$ cat config.mk
export PLATFORM = sky130hd
export DESIGN_NAME = ltc2600_update_sequencer_flat
export DESIGN_NICKNAME = d
export VERILOG_FILES = /design/src/rtl/ltc2600_update_sequencer_pkg.sv /design/src/rtl/ltc2600_update_sequencer_if.sv /design/src/rtl/ltc2600_update_sequencer_rr_pick.sv /design/src/rtl/ltc2600_update_sequencer.sv /design/src/flat_wrapper.sv
export SDC_FILE = /design/constraint.sdc
export NUM_CORES = 1
export LEC_CHECK = 0
export ABC_AREA = 1
export CAP_MARGIN = 20
export CORE_MARGIN = 3
export CORE_UTILIZATION = 54
export CTS_CLUSTER_SIZE = 16
export DETAILED_ROUTE_END_ITERATION = 6
export GPL_TIMING_DRIVEN = 1
export PLACE_DENSITY = 0.77
export SYNTH_ARGS = -nofsm -noshare
export SYNTH_HDL_FRONTEND = slang
export SYNTH_SLANG_ARGS = --single-unit
export TNS_END_PERCENT = 5
$ cat constraint.sdc
create_clock -name clk -period 3.4 [get_ports clk]
set_clock_uncertainty 0.2 [all_clocks]
set_input_delay 0.51 -clock clk [delete_from_list [all_inputs] [get_ports clk]]
set_output_delay 0.51 -clock clk [all_outputs]
set_load 0.1 [all_outputs]
$ cat src/rtl/ltc2600_update_sequencer_pkg.sv
`default_nettype none
// +----------------------------------------------------------------------+
// | ltc2600_pkg                                                          |
// | LTC2600 command encodings and sequencer state type.                  |
// | Revision: 1.0                                                        |
// +----------------------------------------------------------------------+
package ltc2600_pkg;

  typedef enum logic [3:0] {
    CMD_WRITE_N            = 4'b0000,
    CMD_POWER_UP_N         = 4'b0001,
    CMD_WRITE_N_UPDATE_ALL = 4'b0010,
    CMD_WRITE_UPDATE_N     = 4'b0011,
    CMD_POWER_DOWN_N       = 4'b0100,
    CMD_NOP                = 4'b1111
  } command_t;

  localparam logic [3:0] ADDR_ALL = 4'hF;

  typedef enum logic [1:0] {
    ST_IDLE = 2'd0,
    ST_WAIT = 2'd1,
    ST_GAP  = 2'd2
  } seq_state_t;

endpackage
`default_nettype wire

$ cat src/rtl/ltc2600_update_sequencer_if.sv
`default_nettype none
// +----------------------------------------------------------------------+
// | ltc2600_update_sequencer_if                                          |
// | Control-side update/power-down strobes and writer-side transaction.  |
// | Revision: 1.0                                                        |
// +----------------------------------------------------------------------+
interface ltc2600_update_sequencer_if #(
  parameter int DATA_WIDTH = 16,
  parameter int N_CH       = 8
);
  localparam int CH_W = $clog2(N_CH);

  logic                  upd_valid;
  logic [CH_W-1:0]       upd_ch;
  logic [DATA_WIDTH-1:0] upd_data;
  logic                  pd_valid;
  logic [CH_W-1:0]       pd_ch;
  logic                  err_clr;
  logic [3:0]            dac_cmd;
  logic [3:0]            dac_addr;
  logic [DATA_WIDTH-1:0] dac_data;
  logic                  dac_start;
  logic                  dac_done;
  logic                  busy;
  logic [N_CH-1:0]       pending;
  logic                  err;

  modport master (
    output upd_valid, upd_ch, upd_data, pd_valid, pd_ch, err_clr, dac_done,
    input  dac_cmd, dac_addr, dac_data, dac_start, busy, pending, err
  );

  modport slave (
    input  upd_valid, upd_ch, upd_data, pd_valid, pd_ch, err_clr, dac_done,
    output dac_cmd, dac_addr, dac_data, dac_start, busy, pending, err
  );

endinterface
`default_nettype wire

$ cat src/rtl/ltc2600_update_sequencer_rr_pick.sv
`default_nettype none
// +----------------------------------------------------------------------+
// | ltc2600_rr_pick                                                      |
// | Round-robin first-set finder, scanning upward from i_ptr+1 with wrap.|
// | Revision: 1.0                                                        |
// +----------------------------------------------------------------------+
module ltc2600_rr_pick #(
  parameter  int N_CH = 8,
  localparam int CH_W = $clog2(N_CH)
) (
  input  logic [N_CH-1:0] i_req,
  input  logic [CH_W-1:0] i_ptr,
  output logic [CH_W-1:0] o_idx,
  output logic            o_found
);

  logic [CH_W-1:0] w_cand;

  always_comb begin
    o_idx   = '0;
    o_found = 1'b0;
    w_cand  = '0;
    for (int k = 1; k <= N_CH; k++) begin
      w_cand = CH_W'((int'(i_ptr) + k) % N_CH);
      if (!o_found && i_req[w_cand]) begin
        o_idx   = w_cand;
        o_found = 1'b1;
      end
    end
  end

endmodule
`default_nettype wire

$ cat src/rtl/ltc2600_update_sequencer.sv
`default_nettype none
// +----------------------------------------------------------------------+
// | ltc2600_update_sequencer                                             |
// | Per-channel shadow/pending store feeding one DAC transaction at once.|
// | Revision: 1.0                                                        |
// +----------------------------------------------------------------------+
module ltc2600_update_sequencer #(
  parameter int DATA_WIDTH     = 16,
  parameter int N_CH           = 8,
  parameter int TIMEOUT_CYCLES = 1023
) (
  input  logic clk,
  input  logic rstn,
  ltc2600_update_sequencer_if.slave bus
);
  import ltc2600_pkg::*;

  localparam int CH_W       = $clog2(N_CH);
  localparam int CNT_W      = $clog2(TIMEOUT_CYCLES + 1);
  localparam int GAP_CYCLES = 2;

  seq_state_t            r_state;
  seq_state_t            w_state_nxt;
  logic [DATA_WIDTH-1:0] r_shadow [N_CH];
  logic [N_CH-1:0]       r_dirty;
  logic [N_CH-1:0]       r_pd;
  logic [N_CH-1:0]       w_dirty_nxt;
  logic [N_CH-1:0]       w_pd_nxt;
  logic [N_CH-1:0]       w_req;
  logic [CH_W-1:0]       r_rr_ptr;
  logic [CH_W-1:0]       w_pick_idx;
  logic                  w_pick_found;
  logic                  w_serve_pd;
  logic                  w_launch;
  logic                  w_done;
  logic                  w_timeout;
  logic [CNT_W-1:0]      r_cnt;
  command_t              r_cmd;
  logic [3:0]            r_addr;
  logic [DATA_WIDTH-1:0] r_data;
  logic                  r_start;
  logic                  r_err;

  assign w_req      = r_dirty | r_pd;
  assign w_serve_pd = r_pd[w_pick_idx];

  ltc2600_rr_pick #(.N_CH(N_CH)) u_pick (
    .i_req   (w_req),
    .i_ptr   (r_rr_ptr),
    .o_idx   (w_pick_idx),
    .o_found (w_pick_found)
  );

  always_ff @(posedge clk or negedge rstn) begin
    if (!rstn) r_state <= ST_IDLE;
    else       r_state <= w_state_nxt;
  end

  always_comb begin
    w_state_nxt = r_state;
    w_launch    = 1'b0;
    w_done      = 1'b0;
    w_timeout   = 1'b0;
    case (r_state)
      ST_IDLE: begin
        if (w_pick_found) begin
          w_launch    = 1'b1;
          w_state_nxt = ST_WAIT;
        end
      end
      ST_WAIT: begin
        if (bus.dac_done) begin
          w_done      = 1'b1;
          w_state_nxt = ST_GAP;
        end else if (r_cnt == CNT_W'(TIMEOUT_CYCLES)) begin
          w_timeout   = 1'b1;
          w_state_nxt = ST_GAP;
        end
      end
      ST_GAP: begin
        if (r_cnt == CNT_W'(GAP_CYCLES - 1)) w_state_nxt = ST_IDLE;
      end
      default: w_state_nxt = ST_IDLE;
    endcase
  end

  // Later assignments win: launch-clear < power-down < update.
  always_comb begin
    w_dirty_nxt = r_dirty;
    w_pd_nxt    = r_pd;
    if (w_launch) begin
      if (w_serve_pd) w_pd_nxt[w_pick_idx]    = 1'b0;
      else            w_dirty_nxt[w_pick_idx] = 1'b0;
    end
    if (bus.pd_valid) begin
      w_pd_nxt[bus.pd_ch]    = 1'b1;
      w_dirty_nxt[bus.pd_ch] = 1'b0;
    end
    if (bus.upd_valid) begin
      w_dirty_nxt[bus.upd_ch] = 1'b1;
      w_pd_nxt[bus.upd_ch]    = 1'b0;
    end
  end

  always_ff @(posedge clk or negedge rstn) begin
    if (!rstn) begin
      for (int i = 0; i < N_CH; i++) r_shadow[i] <= '0;
      r_dirty  <= '0;
      r_pd     <= '0;
      r_rr_ptr <= CH_W'(N_CH - 1);
      r_cnt    <= '0;
      r_cmd    <= CMD_WRITE_N;
      r_addr   <= '0;
      r_data   <= '0;
      r_start  <= 1'b0;
      r_err    <= 1'b0;
    end else begin
      r_dirty <= w_dirty_nxt;
      r_pd    <= w_pd_nxt;
      if (bus.upd_valid) r_shadow[bus.upd_ch] <= bus.upd_data;

      if (w_launch) begin
        r_rr_ptr <= w_pick_idx;
        r_cmd    <= w_serve_pd ? CMD_POWER_DOWN_N : CMD_WRITE_UPDATE_N;
        r_addr   <= 4'(w_pick_idx);
        r_data   <= w_serve_pd ? '0 : r_shadow[w_pick_idx];
        r_start  <= 1'b1;
      end
      if (w_done || w_timeout) r_start <= 1'b0;

      if (w_timeout)        r_err <= 1'b1;
      else if (bus.err_clr) r_err <= 1'b0;

      // Shared counter: WAIT timeout, then GAP length; restarts on every state change.
      if (r_state == ST_IDLE || r_state != w_state_nxt) r_cnt <= '0;
      else                                              r_cnt <= r_cnt + 1'b1;
    end
  end

  assign bus.dac_cmd   = r_cmd;
  assign bus.dac_addr  = r_addr;
  assign bus.dac_data  = r_data;
  assign bus.dac_start = r_start;
  assign bus.busy      = (r_state != ST_IDLE);
  assign bus.pending   = w_req;
  assign bus.err       = r_err;

endmodule
`default_nettype wire

$ cat src/flat_wrapper.sv
// flat-port wrapper written by rule: the top's interface ports become plain ports
module ltc2600_update_sequencer_flat import ltc2600_pkg::*;
#(
  parameter int DATA_WIDTH     = 16,
  parameter int N_CH           = 8,
  parameter int TIMEOUT_CYCLES = 1023
)
  (clk, rstn, bus_upd_valid, bus_upd_ch, bus_upd_data, bus_pd_valid, bus_pd_ch, bus_err_clr, bus_dac_done, bus_dac_cmd, bus_dac_addr, bus_dac_data, bus_dac_start, bus_busy, bus_pending, bus_err);
  ltc2600_update_sequencer_if #(.DATA_WIDTH(DATA_WIDTH), .N_CH(N_CH)) bus_i ();
  input  logic clk;
  input  logic rstn;
  input wire logic [$bits(bus_i.upd_valid)-1:0] bus_upd_valid;
  input wire logic [$bits(bus_i.upd_ch)-1:0] bus_upd_ch;
  input wire logic [$bits(bus_i.upd_data)-1:0] bus_upd_data;
  input wire logic [$bits(bus_i.pd_valid)-1:0] bus_pd_valid;
  input wire logic [$bits(bus_i.pd_ch)-1:0] bus_pd_ch;
  input wire logic [$bits(bus_i.err_clr)-1:0] bus_err_clr;
  input wire logic [$bits(bus_i.dac_done)-1:0] bus_dac_done;
  output wire logic [$bits(bus_i.dac_cmd)-1:0] bus_dac_cmd;
  output wire logic [$bits(bus_i.dac_addr)-1:0] bus_dac_addr;
  output wire logic [$bits(bus_i.dac_data)-1:0] bus_dac_data;
  output wire logic [$bits(bus_i.dac_start)-1:0] bus_dac_start;
  output wire logic [$bits(bus_i.busy)-1:0] bus_busy;
  output wire logic [$bits(bus_i.pending)-1:0] bus_pending;
  output wire logic [$bits(bus_i.err)-1:0] bus_err;
  assign bus_i.upd_valid = bus_upd_valid;
  assign bus_i.upd_ch = bus_upd_ch;
  assign bus_i.upd_data = bus_upd_data;
  assign bus_i.pd_valid = bus_pd_valid;
  assign bus_i.pd_ch = bus_pd_ch;
  assign bus_i.err_clr = bus_err_clr;
  assign bus_i.dac_done = bus_dac_done;
  assign bus_dac_cmd = bus_i.dac_cmd;
  assign bus_dac_addr = bus_i.dac_addr;
  assign bus_dac_data = bus_i.dac_data;
  assign bus_dac_start = bus_i.dac_start;
  assign bus_busy = bus_i.busy;
  assign bus_pending = bus_i.pending;
  assign bus_err = bus_i.err;
  ltc2600_update_sequencer #(.DATA_WIDTH(DATA_WIDTH), .N_CH(N_CH), .TIMEOUT_CYCLES(TIMEOUT_CYCLES)) u_core (.clk(clk), .rstn(rstn), .bus(bus_i));
endmodule
Word-level counts from Yosys, hierarchy flattened --
Cells that the tools add are included.
Word-level totals: bits in registers 184, word-level logic and storage cells 158, bits of input ports 28
Operators by class: reductions and logical operators 24, add/subtract/negate cells 9, magnitude comparators 17, bitwise gates (word level) 12, equality and inequality tests 5, muxes and demuxes 73
Operators with widths (count):
- $bwmux 128 | 1
- $mux 16 | 4
- $mux 8 | 8
- $bmux 16 s3 | 1
- $demux 16 s3 | 1
- $lt 3x4->1 const B | 11
- $and 8x8->8 | 4
- $mux 1 | 31
- $bmux 1 s3 | 9
- $mux 3 | 9
- $not 8->8 | 3
- $or 8x8->8 | 3
- $add 3x3->3 const B | 4
- $logic_and 1x1->1 | 11
- $add 10x1->10 const B | 1
- $eq 10x1->1 const B | 1
- $eq 10x10->1 const B | 1
- $mux 10 | 1
- $demux 1 s3 | 3
- $ge 3x1->1 const B | 3
- $ge 4x4->1 const B | 2
- $mux 2 | 4
- $not 3->4 | 2
- $logic_not 1->1 | 7
- other kinds (10) | 15

Depth between registers and ports, before layout --
Gate-level depths: netlist of run 1.
word-level depth 37, mapped depth 24, gate-level depth less buffers 22

Modules after synthesis --
From an unflattened synthesis of run 1, not the netlist that was laid out.
Second synthesis, totals: cells, all modules 1179, area, all modules 9095.0 sq um
Modules (own cells, without submodules):
- ltc2600_update_sequencer | area an instance 8313.0 sq um, cells an instance 1037, times used 1, sequential area each 4558.1 sq um
- ltc2600_rr_pick | area an instance 782.0 sq um, cells an instance 142, times used 1, sequential area each 0.0 sq um

Least setup slack after synthesis of run 1 --
OpenSTA, ideal clock, no wires.
kind reg-to-reg, start reg u_core.r_rr_ptr[1], end reg u_core.r_cmd[2], in the netlist u_core.bus.dac_cmd[2], arrival 2.973 ns, library setup time 0.120 ns, stages on the path, launching flop included 23, path slack 0.107 ns, period minus slack after synthesis 3.293 ns, cell sequence dfstp_2 -> buf_2 -> inv_2 -> ha_1 -> inv_1 -> nand3_1 -> nand3_2 -> nand2_4 -> nand2_1 -> nor2_1 -> nand4_2 -> nor2_2 -> nand3_1 -> inv_2 -> nor2_4 -> nor2_2 -> nand2_1 -> nand2_1 -> inv_2 -> nand2_8 -> nand2_8 -> buf_12 -> o21a_1
On the way: longest elaborated chain between the ends 28
RTL lines:
- start, declared | line ltc2600_update_sequencer.sv:30 | logic [CH_W-1:0] r_rr_ptr;
- start signal, assigned | line ltc2600_update_sequencer.sv:110 | r_rr_ptr <= CH_W'(N_CH - 1);
- start signal, assigned | line ltc2600_update_sequencer.sv:123 | r_rr_ptr <= w_pick_idx;
- $add 3x1->3 | line ltc2600_update_sequencer_rr_pick.sv:24 | w_cand = CH_W'((int'(i_ptr) + k) % N_CH);
- $bmux 1 s3 | line ltc2600_update_sequencer_rr_pick.sv:25 | if (!o_found && i_req[w_cand]) begin
- $mux 1 (not written as such) | line ltc2600_update_sequencer_rr_pick.sv:25
- $mux 1 | line ltc2600_update_sequencer_rr_pick.sv:25
- $logic_not 1->1 | line ltc2600_update_sequencer_rr_pick.sv:25
- $logic_and 1x1->1 | line ltc2600_update_sequencer_rr_pick.sv:25
- $mux 1 | line ltc2600_update_sequencer_rr_pick.sv:25
- $logic_not 1->1 | line ltc2600_update_sequencer_rr_pick.sv:25
- [... 12 more ...]
- $logic_and 1x1->1 | line ltc2600_update_sequencer_rr_pick.sv:25
- $mux 1 | line ltc2600_update_sequencer_rr_pick.sv:25
- $logic_not 1->1 | line ltc2600_update_sequencer_rr_pick.sv:25
- $logic_and 1x1->1 | line ltc2600_update_sequencer_rr_pick.sv:25
- $mux 3 | line ltc2600_update_sequencer_rr_pick.sv:25
- $bmux 1 s3 | line ltc2600_update_sequencer.sv:45 | assign w_serve_pd = r_pd[w_pick_idx];
- $mux 1 (not written as such) | line ltc2600_update_sequencer.sv:45
- $mux 3 | line ltc2600_update_sequencer.sv:124 | r_cmd <= w_serve_pd ? CMD_POWER_DOWN_N : CMD_WRITE_UPDATE_N;
- end signal, assigned | line ltc2600_update_sequencer.sv:124
- end, declared | line ltc2600_update_sequencer.sv:38 | command_t r_cmd;
Parallel ways exist; a longest one is shown, timed or not. The select of a mux whose other input is x is not followed. A chain may end at the register's enable or synchronous reset.

Final worst setup path of run 1 --
start reg u_core.r_rr_ptr[0], end reg u_core.r_data[4], in the netlist u_core.bus.dac_data[4]
On the way: longest elaborated chain between the ends 30
RTL lines:
- $add 3x1->3 | line ltc2600_update_sequencer_rr_pick.sv:24
- $bmux 1 s3 | line ltc2600_update_sequencer_rr_pick.sv:25
- $mux 1 (not written as such) | line ltc2600_update_sequencer_rr_pick.sv:25
- $mux 1 | line ltc2600_update_sequencer_rr_pick.sv:25
- $logic_not 1->1 | line ltc2600_update_sequencer_rr_pick.sv:25
- $logic_and 1x1->1 | line ltc2600_update_sequencer_rr_pick.sv:25
- $mux 1 | line ltc2600_update_sequencer_rr_pick.sv:25
- $logic_not 1->1 | line ltc2600_update_sequencer_rr_pick.sv:25
- [... 13 more ...]
- $mux 1 | line ltc2600_update_sequencer_rr_pick.sv:25
- $logic_not 1->1 | line ltc2600_update_sequencer_rr_pick.sv:25
- $logic_and 1x1->1 | line ltc2600_update_sequencer_rr_pick.sv:25
- $mux 3 | line ltc2600_update_sequencer_rr_pick.sv:25
- $not 3->4 (not written as such) | line ltc2600_update_sequencer.sv:126 | r_data <= w_serve_pd ? '0 : r_shadow[w_pick_idx];
- $bmux 16 s3 | line ltc2600_update_sequencer.sv:126
- $mux 16 (not written as such) (2 in a row) | line ltc2600_update_sequencer.sv:126
- $mux 16 | line ltc2600_update_sequencer.sv:126
- end signal, assigned | line ltc2600_update_sequencer.sv:126
- end, declared | line ltc2600_update_sequencer.sv:40 | logic [DATA_WIDTH-1:0] r_data;
Parallel ways exist; a longest one is shown, timed or not. The select of a mux whose other input is x is not followed.

==> run metrics, run 1 <==
DR pass1 iterations 7; Netlist Area Pre-Place 0.00957 mm²; Die Y 139 µm; MaxCap Viol Count 0; Vias/cell 5.32; nets 1,400; H-tree Lvls 4; Remaining DRCs 13; Ant. Diodes 0; Max Buffers Root-to-Sink 2; Cell variety after synth 40; area share of the largest cell type after synthesis 46.8%; vias in the first global route 8,057; Die Span X 139 µm; Final setup violation count 0; grt total ovfl 0; GP Congestion 0.901; ANT nets after route 0; Mapped Cells 1,293; # rows 48; crit path DAT 3.41 ns; share of cells above drive strength 1 14.2%; CP endpoint kind register; final core utilization 66.0%; Iter 0 DRT Violations 748; CTS buffer count 17; status complete, but fails checks; WL final 25,500 µm; largest stage delay on the critical path 0.55 ns; post-synthesis register bit count 182; global-route wire length before repair 41,000 µm; cells along the critical path buf_6 -> buf_6 -> nand2_1 -> nand3_1 -> nand3_1 -> nand2_2 -> nand3_4 -> nor3_4 -> buf_6 -> nand4_1 -> buf_4 -> nand4_4 -> nor2_1 -> nand2_1 -> nand2_1 -> inv_4 -> nand2_8 -> nand2_8 -> o21ai_1; TritonCTS clock tree built; async set-or-reset flop fraction in the synthesized netlist 100%; Final min period 3.29 ns; most area-hungry cell type in the Yosys netlist dfrtp_1; Fin. Hold Viols 0; initial antenna violation count 0; Slowest cell on crit path dfstp_2; die area 0.0194 mm²; fmax 304 MHz; HP Class register to register; worst slew pin tran 0.963 ns; Synth Warn # 0; synthesis-to-layout area growth 19.3%; # fillers 1,456; Starting Density 55.3%; Final HPWL DP 16,200 µm; CTS Root Cell clkbuf_16; WL/cell 15.9 µm; Synth area leaders dfrtp_1 (47%), nand2_1 (19%), o21ai_0 (9.6%), inv_1 (5.6%), nor2_1 (2.2%); Crit Path Max Fanout 8; CTS clk-pin slew, worst paths 0.07 ns; Worst EP required 3.52 ns; Post-synth EDFFs 0; all-layer global routing usage 26.3%; largest net degree at the start of global routing 84; Post-Syn Area per Cell 7.40 µm²; RSZ-0062 raised after global routing true; Worst-Skew Late Latency 0.44 ns; post-route cell area 0.0114 mm²; Sink Count 182; crit start category register; Core Box Area 0.0173 mm²; max-slew violations 0; relative slew slack 35.6%; Post-DP Area 0.0105 mm²; critical path's top delay family simple AND/OR/NAND/NOR gates; failing checks DRC; critical path class register to register; fin crit share 96.8%; IO buf count 60; boundary pin count 63; Buf+Inv Stages, Crit Path 5; Seq/Total Area, Yosys 47.6%; Vias 8,549; ys flop type dfrtp_1
## metal layers
| layer | track usage [%] | share of wire [%] | vias to the layer above |
|---|---|---|---|
| li1 | - | - | 4197 |
| met1 | 36.6 | 45 | 4048 |
| met2 | 42.8 | 47 | 266 |
| met3 | 4.83 | 5.5 | 38 |
| met4 | 6.90 | 1.7 | 0 |
| met5 | 0 | 0 | - |
## flip-flops by register name, indices dropped and copies added, names as in the netlist
register	count
u_core.bus.dac_cmd	2
u_core.r_rr_ptr	3
u_core.bus.dac_data	16
u_core.r_cnt	10
u_core.r_pd	8
u_core.bus.err	1
u_core.bus.dac_start	1
u_core.bus.dac_addr	3
u_core.r_state	2
u_core.r_shadow	128
u_core.r_dirty	8
## cell type report
cell class                      instances  area, µm²  area share, %
Clock buffer                           18        439           3.84
Clock inverter                         14        144           1.26
Inverter                              155        589           5.16
Multi-Input combinational cell        899       4390           38.4
Sequential cell                       182       4560           39.9
Tap cell                              225        282           2.46
Timing Repair Buffer                  113       1020           8.95
## path summary, 6_finish.rpt
check | from | endpoint | slack (ns) | cells after the start
worst min-delay path | u_core.r_shadow[119] | u_core.r_shadow[119] | 0.28 | 2
worst max-delay path | u_core.r_rr_ptr[0] | u_core.bus.dac_data[4] | 0.11 | 19
min in group asynchronous | rstn | u_core.r_shadow[67] | 0.50 | 2
worst min register to register | u_core.r_shadow[119] | u_core.r_shadow[119] | 0.28 | 2
max in group asynchronous | rstn | u_core.r_shadow[120] | 1.67 | 3
worst max register to register | u_core.r_rr_ptr[0] | u_core.bus.dac_data[4] | 0.11 | 19
## per-stage QoR
stage          TNS [ns]  setup slack (ns)  std cells  hold slack (ns)
3_3_place_gp          0            0.0830       1558            0.256
5_1_grt           -1.43           -0.0797       1606            0.301
2_1_floorplan         0             0.107       1294           0.0144
6_report              0             0.108       1606            0.276
3_5_place_dp          0            0.0494       1558            0.264
4_1_cts               0            0.0138       1591            0.281
## timing repair
item	in CTS	in global routing
endpoints found under the hold margin	78	0
hold buffers	1	0
gates resized for setup	0	55
buffers inserted	0	11
setup endpoints to repair	0	33
## cell usage after synthesis, types with 5 or more instances
cell and n:
inv_1 143, o21ai_1 10, nand2_1 494, buf_4 5, nor2_1 56, inv_2 12
nor2_2 8, dfrtp_1 179, o21ai_0 183, clkbuf_1 35, a21oi_1 16, nand3_1 41
buf_2 15, nand3_2 10, nor3_1 8, nand3b_1 19, o21a_1 9, o21ai_2 8
## worst register-to-register path, delay by kind of cell (launching register included)
kind	cells	cell delay, ns
and+or+nand+nor	13	1.65
buffers and inverters	5	0.70
AOI/OAI and AO/OA	1	0.07
DFF	1	0.55
## cells in the final DEF, fill, tap and decap left out, types with 4 or more instances in the layout
cell | synthesis | routed
nor2_1 | 56 | 48
nand2_4 | 1 | 4
nor3_1 | 8 | 8
nand3_4 | 1 | 5
o21ai_2 | 8 | 9
inv_1 | 143 | 142
nor2_2 | 8 | 11
nand3b_1 | 19 | 19
buf_6 | 2 | 9
o21ai_0 | 183 | 179
clkdlybuf4s50_1 | 0 | 35
nand4_1 | 4 | 4
nand2_8 | 2 | 4
o21ai_1 | 10 | 13
o21a_1 | 9 | 9
nor2_4 | 1 | 6
inv_2 | 12 | 10
nand2_1 | 494 | 487
nand3_1 | 41 | 33
nand2_2 | 4 | 9
clkinv_4 | 0 | 4
clkbuf_16 | 0 | 17
a21oi_1 | 16 | 16
buf_4 | 5 | 64
nand3_2 | 10 | 15
buf_12 | 1 | 4
dfrtp_1 | 179 | 179
## cell families (layout without fill, tap and decap cells)
family	after synthesis	count (layout)	synth area share (%)
simple gates	654	658	29.2
xor+xnor	4	4	0.601
buf+inv	217	300	9.23
fa+ha+maj	4	4	0.523
compound gates	231	231	12.8
other cells	1	2	0.0392
flops	182	182	47.6
Power of run 1 is left out: the tool's default activity adds up to more than one toggle a clock period on the data nets, which glitch-free logic cannot reach.
==> inputs of run 2 (changes only) <==
- HOLD_SLACK_MARGIN: not set -> 0.06
==> results of run 2 <==
Final layout, timing and power as in run 1 (identical DEF).
Power of run 2 is left out for the same reason.
